### src/rtl/spi_ram_pkg.sv
// Shared definitions for the SPI serial-RAM responder.
//   CMD_READ / CMD_WRITE : recognised command bytes
//   state_t              : protocol state of the responder
//   BIT_CNT_W            : width of the bit-within-byte counter
package spi_ram_pkg;

    localparam logic [7:0] CMD_READ  = 8'h03;
    localparam logic [7:0] CMD_WRITE = 8'h02;

    localparam int BIT_CNT_W = 3;

    typedef enum logic [2:0] {
        IDLE,
        CMD,
        ADDR,
        RD,
        WR,
        IGNORE
    } state_t;

endpackage

### src/rtl/spi_in_sync.sv
// Two-flop synchronizer for one asynchronous input bit, followed by a
// previous-value register so edges can be detected in the clk domain.
//   clk, rst_n : system clock, asynchronous active-low reset
//   din        : raw asynchronous input
//   level      : synchronized level
//   rise, fall : single-clk pulses on synchronized 0->1 / 1->0 transitions
// RST_VAL sets the idle level so that leaving reset never looks like an edge.
module spi_in_sync #(
    parameter logic RST_VAL = 1'b0
) (
    input  logic clk,
    input  logic rst_n,
    input  logic din,
    output logic level,
    output logic rise,
    output logic fall
);

    logic meta;
    logic sync;
    logic prev;

    always_ff @(posedge clk or negedge rst_n) begin
        if (!rst_n) begin
            meta <= RST_VAL;
            sync <= RST_VAL;
            prev <= RST_VAL;
        end else begin
            meta <= din;
            sync <= meta;
            prev <= sync;
        end
    end

    assign level = sync;
    assign rise  = sync & ~prev;
    assign fall  = ~sync & prev;

endmodule

### src/rtl/spi_ram_responder.sv
// SPI mode-0 responder modelling a small byte-addressed serial SRAM.
// Everything runs in the clk domain; the SPI pins are oversampled.
// Supports READ (0x03) and WRITE (0x02) with one address byte and
// sequential auto-increment that wraps modulo DEPTH.
//   clk, rst_n   : system clock, asynchronous active-low reset
//   spi_cs_n     : chip select, active low
//   spi_sck      : serial clock (mode 0, idles low, at most clk/8)
//   spi_mosi     : master-out data, MSB first
//   spi_miso     : master-in data, MSB first, 0 when not driving
//   spi_miso_oe  : high only while read data is being shifted out
//   selected     : synchronized, inverted chip select
//   cmd_err      : one-clk pulse when an unknown command byte completes
module spi_ram_responder
    import spi_ram_pkg::*;
#(
    parameter int DEPTH     = 32,
    parameter int ADDR_W    = 5,
    parameter int INIT_ZERO = 1
) (
    input  logic clk,
    input  logic rst_n,
    input  logic spi_cs_n,
    input  logic spi_sck,
    input  logic spi_mosi,
    output logic spi_miso,
    output logic spi_miso_oe,
    output logic selected,
    output logic cmd_err
);

    logic cs_n_s, cs_rise, cs_fall;
    logic sck_level_unused, sck_rise, sck_fall;
    logic mosi_meta, mosi_s;

    spi_in_sync #(.RST_VAL(1'b1)) u_cs_sync (
        .clk   (clk),
        .rst_n (rst_n),
        .din   (spi_cs_n),
        .level (cs_n_s),
        .rise  (cs_rise),
        .fall  (cs_fall)
    );

    spi_in_sync #(.RST_VAL(1'b0)) u_sck_sync (
        .clk   (clk),
        .rst_n (rst_n),
        .din   (spi_sck),
        .level (sck_level_unused),
        .rise  (sck_rise),
        .fall  (sck_fall)
    );

    // mosi has the same two-flop latency as sck, so on the clk where
    // sck_rise is seen, mosi_s holds the bit the master set up before it.
    always_ff @(posedge clk or negedge rst_n) begin
        if (!rst_n) begin
            mosi_meta <= 1'b0;
            mosi_s    <= 1'b0;
        end else begin
            mosi_meta <= spi_mosi;
            mosi_s    <= mosi_meta;
        end
    end

    state_t               state, state_d;
    logic [BIT_CNT_W-1:0] bit_cnt;
    logic [7:0]           rx_shift;
    logic [7:0]           tx_shift;
    logic [ADDR_W-1:0]    addr;
    logic                 cmd_is_read;
    logic                 miso_oe_q;
    logic                 cmd_err_q;
    logic                 cmd_bad;

    logic [7:0]           mem [DEPTH];

    logic                 shifting;
    logic                 bit_rise;
    logic                 byte_done;
    logic [7:0]           rx_byte;
    logic [ADDR_W-1:0]    addr_inc;
    logic [ADDR_W-1:0]    rd_addr;
    logic                 tx_load;
    logic                 mem_we;

    // A cs_n rise in the same clk as an sck rise wins: the bit is dropped.
    assign shifting  = (state == CMD) || (state == ADDR) || (state == RD) || (state == WR);
    assign bit_rise  = sck_rise && shifting && !cs_rise;
    assign byte_done = bit_rise && (&bit_cnt);
    assign rx_byte   = {rx_shift[6:0], mosi_s};
    assign addr_inc  = addr + ADDR_W'(1);
    assign rd_addr   = (state == ADDR) ? rx_byte[ADDR_W-1:0] : addr_inc;
    assign tx_load   = byte_done && ((state == ADDR) ? cmd_is_read : (state == RD));
    assign mem_we    = byte_done && (state == WR);

    always_comb begin
        state_d = state;
        cmd_bad = 1'b0;
        if (cs_rise) begin
            state_d = IDLE;
        end else if (cs_fall) begin
            state_d = CMD;
        end else begin
            case (state)
                CMD: begin
                    if (byte_done) begin
                        if (rx_byte == CMD_READ || rx_byte == CMD_WRITE) begin
                            state_d = ADDR;
                        end else begin
                            state_d = IGNORE;
                            cmd_bad = 1'b1;
                        end
                    end
                end
                ADDR: begin
                    if (byte_done) begin
                        state_d = cmd_is_read ? RD : WR;
                    end
                end
                default: state_d = state;
            endcase
        end
    end

    always_ff @(posedge clk or negedge rst_n) begin
        if (!rst_n) begin
            state       <= IDLE;
            bit_cnt     <= '0;
            rx_shift    <= '0;
            tx_shift    <= '0;
            addr        <= '0;
            cmd_is_read <= 1'b0;
            miso_oe_q   <= 1'b0;
            cmd_err_q   <= 1'b0;
        end else begin
            state     <= state_d;
            cmd_err_q <= cmd_bad;
            miso_oe_q <= (state_d == RD);

            if (cs_fall) begin
                bit_cnt  <= '0;
                rx_shift <= '0;
            end else if (bit_rise) begin
                bit_cnt  <= bit_cnt + BIT_CNT_W'(1);
                rx_shift <= rx_byte;
            end

            if (byte_done && state == CMD) begin
                cmd_is_read <= (rx_byte == CMD_READ);
            end

            if (byte_done && state == ADDR) begin
                addr <= rx_byte[ADDR_W-1:0];
            end else if (byte_done && (state == RD || state == WR)) begin
                addr <= addr_inc;
            end

            // The fall right after a byte-completing rise sees bit_cnt == 0;
            // skipping that shift keeps the freshly loaded bit 7 on miso.
            if (tx_load) begin
                tx_shift <= mem[rd_addr];
            end else if (state == RD && sck_fall && !cs_rise && bit_cnt != '0) begin
                tx_shift <= {tx_shift[6:0], 1'b0};
            end
        end
    end

    generate
        if (INIT_ZERO != 0) begin : g_mem_clear
            always_ff @(posedge clk or negedge rst_n) begin
                if (!rst_n) begin
                    for (int i = 0; i < DEPTH; i++) begin
                        mem[i] <= '0;
                    end
                end else if (mem_we) begin
                    mem[addr] <= rx_byte;
                end
            end
        end else begin : g_mem_keep
            always_ff @(posedge clk) begin
                if (mem_we) begin
                    mem[addr] <= rx_byte;
                end
            end
        end
    endgenerate

    assign spi_miso    = miso_oe_q & tx_shift[7];
    assign spi_miso_oe = miso_oe_q;
    assign selected    = ~cs_n_s;
    assign cmd_err     = cmd_err_q;

endmodule

### config.mk
export PLATFORM = sky130hd
export DESIGN_NAME = spi_ram_responder
export DESIGN_NICKNAME = d
export VERILOG_FILES = /design/src/rtl/spi_ram_pkg.sv /design/src/rtl/spi_in_sync.sv /design/src/rtl/spi_ram_responder.sv
export SDC_FILE = /design/constraint.sdc
export NUM_CORES = 1
export LEC_CHECK = 0
export CORE_MARGIN = 4
export CORE_UTILIZATION = 40
export CTS_BUF_LIST = sky130_fd_sc_hd__clkbuf_4 sky130_fd_sc_hd__clkbuf_8
export CTS_CLUSTER_SIZE = 30
export DETAILED_ROUTE_END_ITERATION = 16
export DONT_BUFFER_PORTS = 1
export GPL_TIMING_DRIVEN = 0
export PLACE_DENSITY = 0.59
export SYNTH_ARGS = -nofsm -noshare
export SYNTH_HDL_FRONTEND = slang
export SYNTH_HIERARCHICAL = 1
export SYNTH_SLANG_ARGS = --single-unit
### constraint.sdc
create_clock -name clk -period 2.7 [get_ports clk]
set_input_delay 0.54 -clock clk [delete_from_list [all_inputs] [get_ports clk]]
set_output_delay 0.54 -clock clk [all_outputs]
set_load 0.005 [all_outputs]
### After elaboration in Yosys (flattened, before gate mapping)

Index checks and enable logic that the tools add are counted.

* flip-flop bits (word level): 293
* logic and storage cells: 122

* multiplexer cells: 28
* equality and inequality tests: 7
* reductions and logical operators: 23
* add/sub/neg operators: 2
* bitwise operators: 11
* $lt $le $gt $ge: 3

Operators by type and width (number)
* 256-bit bitwise mux: 1
* 8-bit binary-select mux with 5-bit select: 1
* 8-bit demux with 5-bit select: 1
* 8-bit 2-to-1 mux: 5
* 3-bit 2-to-1 mux: 8
* 8-bit by 2-bit equality test with 1-bit output, second input constant: 2
* 5-bit 2-to-1 mux: 3
* 7-bit 2-to-1 mux: 2
* 6-bit >= comparator, second input constant: 2
* 1-bit logical AND: 12
* 5-bit NOT with 6-bit output: 2
* 3-bit by 2-bit equality test with 1-bit output, second input constant: 3
* 6-bit by 1-bit < comparator with 1-bit output, second input constant: 1
* 1-bit 2-to-1 mux: 6
* 3-bit case mux with 2 select lines: 1
* 2-bit nonzero test: 3
* 5-bit by 1-bit adder with 5-bit output, second input constant: 1
* 1-bit bitwise AND: 5
* 1-bit logical OR: 5
* 1-bit NOT: 4
* 3-bit by 1-bit adder with 3-bit output, second input constant: 1
* 3-bit by 1-bit equality test with 1-bit output, second input constant: 1
* 3-bit equality test, second input constant: 1
* 3-bit AND reduction: 1
* other kinds (2): 2

### Longest topological paths before layout

* depth after elaboration: 12
* depth in mapped cells: 11
* gate-level depth less buffers: 8

### Modules after synthesis

Netlist, hierarchy kept.

By module, submodules not included
* spi_ram_responder: area each 15018.2 um^2, times used 1, cells each 1168
* spi_in_sync at u_cs_sync: area each 93.8 um^2, times used 1, cells each 5
* spi_in_sync at u_sck_sync: area each 90.1 um^2, times used 1, cells each 5

### Worst setup path after synthesis

No wires, ideal clock.

* path kind: register to register
* start point: register addr[0]
* end point: register tx_shift[7]
* buffers on the path: 4
* slack: -100 ps
* arrival time: 2674 ps
* library setup time: 126 ps
* cell stages (with the launch flop): 12
* cell sequence: dfrtp_1 buf_2 inv_1 ha_1 buf_2 clkbuf_1 buf_1 mux4_2 nand2_1 nand3_1 a32o_1 o311a_1

* word-level cells in the longest chain between the ends: 7

Ends and longest elaborated chain
* start, declared: line spi_ram_responder.sv:69 `logic [ADDR_W-1:0] addr;`
* start signal, assigned: line spi_ram_responder.sv:153 `addr <= rx_byte[ADDR_W-1:0];`
* start signal, assigned: line spi_ram_responder.sv:155 `addr <= addr_inc;`
* 5-bit by 1-bit adder with 5-bit output: line spi_ram_responder.sv:91 `assign addr_inc = addr + ADDR_W'(1);`
* 5-bit 2-to-1 mux: line spi_ram_responder.sv:92 `assign rd_addr = (state == ADDR) ? rx_byte[ADDR_W-1:0] : addr_inc;`
* 5-bit NOT with 6-bit output (not written as such): line spi_ram_responder.sv:161 `tx_shift <= mem[rd_addr];`
* 8-bit binary-select mux with 5-bit select: line spi_ram_responder.sv:161
* 8-bit 2-to-1 mux (not written as such) (2 in a row): line spi_ram_responder.sv:161
* 8-bit 2-to-1 mux: line spi_ram_responder.sv:160 `if (tx_load) begin`
* end signal, assigned: line spi_ram_responder.sv:161
* end signal, assigned: line spi_ram_responder.sv:163 `tx_shift <= {tx_shift[6:0], 1'b0};`
* end, declared: line spi_ram_responder.sv:68 `logic [7:0] tx_shift;`

No other way between the ends. The select of a mux whose other input is x is not followed.
A chain may end at the register's enable or synchronous reset.

### Worst setup path in the final report

* start point: register addr[1]
* end point: register tx_shift[5]

The elaborated chain is that of the path after synthesis.

==> out/summary.md <==
The flow ran to the end, but the final reports show violations. The final reports fail on negative hold slack, negative setup slack. Entering global routing, the biggest net connects 294 pins. The clock period minus final worst setup slack was 2.74 ns; the total detailed-routing wirelength was 46.7 mm. The routed via count is 10600. Clock tree synthesis selected as its root buffer the cell sky130_fd_sc_hd__clkbuf_8. The simple-gate area share of the yosys netlist came out at 0.0684. The count of nets left with antenna violations once routing finished came out at 0. Dividing the detail-routed wire length by the instance count gives 26.1 µm. The xor and xnor fraction of the mapped netlist area was 0.00230. The filler cells instantiated in the layout total 3344. STA puts the critical path data required time at 3.17 ns. The via count of the first global-routing pass came out at 10900. The run gives 0 as the remaining design rule violation count. Slowest stage cell on the critical path: sky130_fd_sc_hd__dfrtp_1. Walking the worst path, the cells encountered are ha_1, xor2_4, o21a_2, buf_2, clkbuf_8, a31oi_1, o311a_1.

In the routed layout, each cell is associated on average with a via count of 5.93. The layout cell share with drive strength beyond 1 works out to 0.434. The count of buffer and inverter cells on the critical path is 2, and the total instance count after detailed placement is 1689. In this run the static leakage power is 8.02 nW.

The count of inserted antenna diode cells was 0; the clock transition at the register clock pins on the worst setup and hold paths after CTS was 0.06 ns. The clock reaches the later pin of the worst-skew pair after 0.60 ns. Number of max-capacitance violations reported: 0. The slack of the critical path is -0.0353 ns, and the sequential-to-total area share from yosys stat is 0.483. The overall global routing resource usage was 0.228. The tools report the total CTS buffers as 50. The maximum single-stage delay on the critical path works out to 0.42 ns. The die span in y is 203 µm, and the met2 wirelength from detailed routing is 21.4 mm. Combinational family with the most area after synthesis: multiplexers. For the length of the first detailed-routing pass in iterations, the log shows 4. Once layout is complete, the cells apart from fillers number 1791.

Area fraction in compound gates after synthesis: 0.0728. Setup repair after global routing could not meet its margin everywhere. For this run, the top clock speed supported by timing is 366 MHz.

The first global-routing pass estimated 70.4 mm of wire. For this run, the number of Yosys warnings is 6. The worst-margin pin slew was 1.01 ns.

In this run, synthesis produced a sequential element count of 293. The met3 wirelength from detailed routing came out at 3.87 mm. After clock tree synthesis, the flow added hold-fix buffers numbering 3. The final count of pins violating max slew is 0, and the worst-case clock skew is 0.0337 ns. Along the worst path, the maximum fanout reaches 10. Leaving out fill and tap cells, the most frequent cell in the layout is sky130_fd_sc_hd__dfrtp_1.

Fraction of registers with async set or reset after synthesis: 1.00. IR analysis of the VDD net gives a maximum drop of 0.000256 V. The wire length on met1 came out at 19.3 mm.

A synthesized cell averages 12.9 µm². Power spread over the standard cell area amounts to 493 nW/µm². Synthesis instantiated 62 different standard cells from the library. The portion of the clock cycle consumed by the worst path in the final layout is 1.01.

The cell family contributing the most delay on the critical path is compound AO/OA/AOI/OAI gates. The H-tree was split into 2 levels. The critical path is of the reg2reg type. The run gives 873 as the iteration-0 DRC count of the detailed router. The initial core utilization is 0.405. During I/O placement, the number of pins put on the boundary was 9. The number of enable flip-flop cells after synthesis is 0. The count of endpoints failing hold in the final timing report was 290. The tools report the worst endpoint data arrival time as 3.20 ns.

TritonCTS built the clock tree. After the last flow step, the layout net total stands at 1259. The full die area is 41200 µm², and the fraction of the mapped netlist area in adder cells is 0.00576. The tree built by TritonCTS fans out to 293 sinks.

The gate count of the mapped netlist was 1178; the residual overflow from global routing was 0. In this run the tool buffered the top-level ports with 0 buffer cells. The type of the most critical hold path is in2async. Setup violations remaining at the end of the flow were counted as 3. The run gives 0 as the initial antenna violation count. The HPWL after detailed placement is 30.7 mm. The final instance area is 17700 µm². The headroom to the max-slew limit is 0.323. STA classifies the critical path endpoint as a flop. The library cells used most frequently in the layout, excluding fill and tap cells, are sky130_fd_sc_hd__dfrtp_1 (290), sky130_fd_sc_hd__mux2_2 (240), sky130_fd_sc_hd__nand2_1 (95), sky130_fd_sc_hd__mux4_2 (71), sky130_fd_sc_hd__mux2i_1 (67). Measured along the x axis, the die boundary spans 203 µm. The placeable core region was 37600 µm²; the mux cell area share after synthesis was 0.333. Once placement finished, the instance area stood at 15800 µm². The standard-cell row count is 71, and the final weighted congestion in routability-driven placement is 0.915.

The smallest hold slack was -0.326 ns. Primary flip-flop cell chosen by synthesis mapping: sky130_fd_sc_hd__dfrtp_1. The clock passes through at most 3 buffers. STA classifies the critical path startpoint as a flop. Top metal layer carrying routed signals: met4. Counting every net in the synthesized netlist gives 1190. The area growth from synthesis to layout is 16.4%.

In this run the cell area of the synthesized design comes to 15200 µm².
[sequential cells by signal, indices dropped and copies added, names as in the netlist]
signal	count
addr	5
bit_cnt	3
cmd_err	1
cmd_is_read	1
mem	256
mosi_meta	1
mosi_s	1
rx_shift	7
spi_miso_oe	1
state	3
tx_shift	8
u_cs_sync/level	1
u_cs_sync/meta	1
u_cs_sync/prev	1
u_sck_sync/level	1
u_sck_sync/meta	1
u_sck_sync/prev	1
[cells by family (layout without fill, tap and decap cells)]
| kind of cell | after synthesis | after routing |
|---|---|---|
| adders and majority gates | 7 | 7 |
| and+or+nand+nor | 226 | 226 |
| DFF | 293 | 293 |
| muxes | 383 | 383 |
| xor gates and xnor gates | 4 | 4 |
| buffers and inverters | 109 | 211 |
| AOI/OAI and AO/OA | 156 | 156 |
[Yosys cell counts (all sizes together), types with 2 or more instances]
cell / n / share of area
a221oi: 6 / 0.0035
o22ai: 5 / 0.0021
a311o: 2 / 0.0013
clkbuf: 50 / 0.012
inv: 15 / 0.0037
nor2b: 7 / 0.0029
xnor2: 2 / 0.0012
nand3b: 4 / 0.0020
dfstp: 3 / 0.0052
nor4: 4 / 0.0016
o221ai: 5 / 0.0029
nand3: 16 / 0.0053
buf: 44 / 0.019
xor2: 2 / 0.0012
o21a: 2 / 0.00099
mux4: 72 / 0.11
nor2: 25 / 0.0062
nand2: 127 / 0.031
ha: 7 / 0.0058
a211oi: 35 / 0.017
a21o: 2 / 0.0015
and2: 5 / 0.0021
a32o: 2 / 0.0013
or4: 3 / 0.0015
o21ai: 45 / 0.015
nor3b: 5 / 0.0028
mux2: 241 / 0.18
a21oi: 8 / 0.0034
a311oi: 2 / 0.0012
and3: 6 / 0.0025
o311a: 10 / 0.0066
a31oi: 15 / 0.0062
o22a: 6 / 0.0035
and2b: 2 / 0.0012
nand2b: 2 / 0.00082
mux2i: 70 / 0.047
dfrtp: 290 / 0.48
nor3: 14 / 0.0046
a2111oi: 6 / 0.0035
[layer usage]
metal | up-vias | GRT usage
met4 | 0 | 0.0992
met1 | 5532 | 0.302
met3 | 125 | 0.0647
met2 | 402 | 0.352
met5 | - | 0
li1 | 4558 | -
[worst reg2reg max path, delay by kind of cell, from the launching register on]
kind | cells | cell delay (ns)
buffers and inverters | 2 | 0.61
flip-flops | 1 | 0.42
AO/OA/AOI/OAI | 3 | 0.83
adder cells (fa/ha/maj) | 1 | 0.36
XOR/XNOR | 1 | 0.40
[path summary, 6_finish.rpt]
| kind | start | end | slack [ns] | cells after the start |
|---|---|---|---|---|
| min in group clk | mosi_meta | mosi_s | 0.35 | 0 |
| min | rst_n | mosi_meta | -0.33 | 0 |
| max | addr[1] | tx_shift[5] | -0.04 | 7 |
| max reg2reg | addr[1] | tx_shift[5] | -0.04 | 7 |
| min reg2reg | mosi_meta | mosi_s | 0.35 | 0 |
| max in group asynchronous | rst_n | mem[49] | 2.37 | 0 |
[cell type report]
type,instances,area (µm²),area share
plain buffers,92,684,0.0387
repair buffers,19,175,0.00990
clock inverters,4,20.0,0.00113
clock buffers,81,996,0.0563
inverters,15,58.8,0.00332
well taps,511,639,0.0361
multi-input cells,776,7780,0.440
flip-flops and latches,293,7340,0.415
[power breakdown]
group / switching, mW / internal (mW) / leakage (nW)
Combinational: 0.127 / 0.0638 / 3.40
Clock: 1.81 / 2.31 / 0.549
Sequential: 0.00999 / 4.41 / 4.07
Total: 1.95 / 6.78 / 8.02
[metrics by stage]
step	utilization	TNS (ns)	setup slack (ns)	power [mW]
after floorplan	-	0	0.0227	4.61
after global placement	0.422	-74.06	-1.10	4.68
after detailed placement	0.422	-83.55	-1.07	4.68
after CTS	0.464	-6.69	-0.0869	8.82
after global routing	0.471	-0.598	-0.104	9.04
final	0.471	-0.0728	-0.0353	8.73
[timing repair]
item / in CTS / in global routing
pin swaps: 7 / 3
gates resized for setup: 115 / 73
setup buffers: 14 / 2
setup endpoints to repair: 267 / 262
gates cloned: 0 / 0
hold endpoints to repair: 296 / 293
Note: power is estimated with default switching activity, not from simulation.
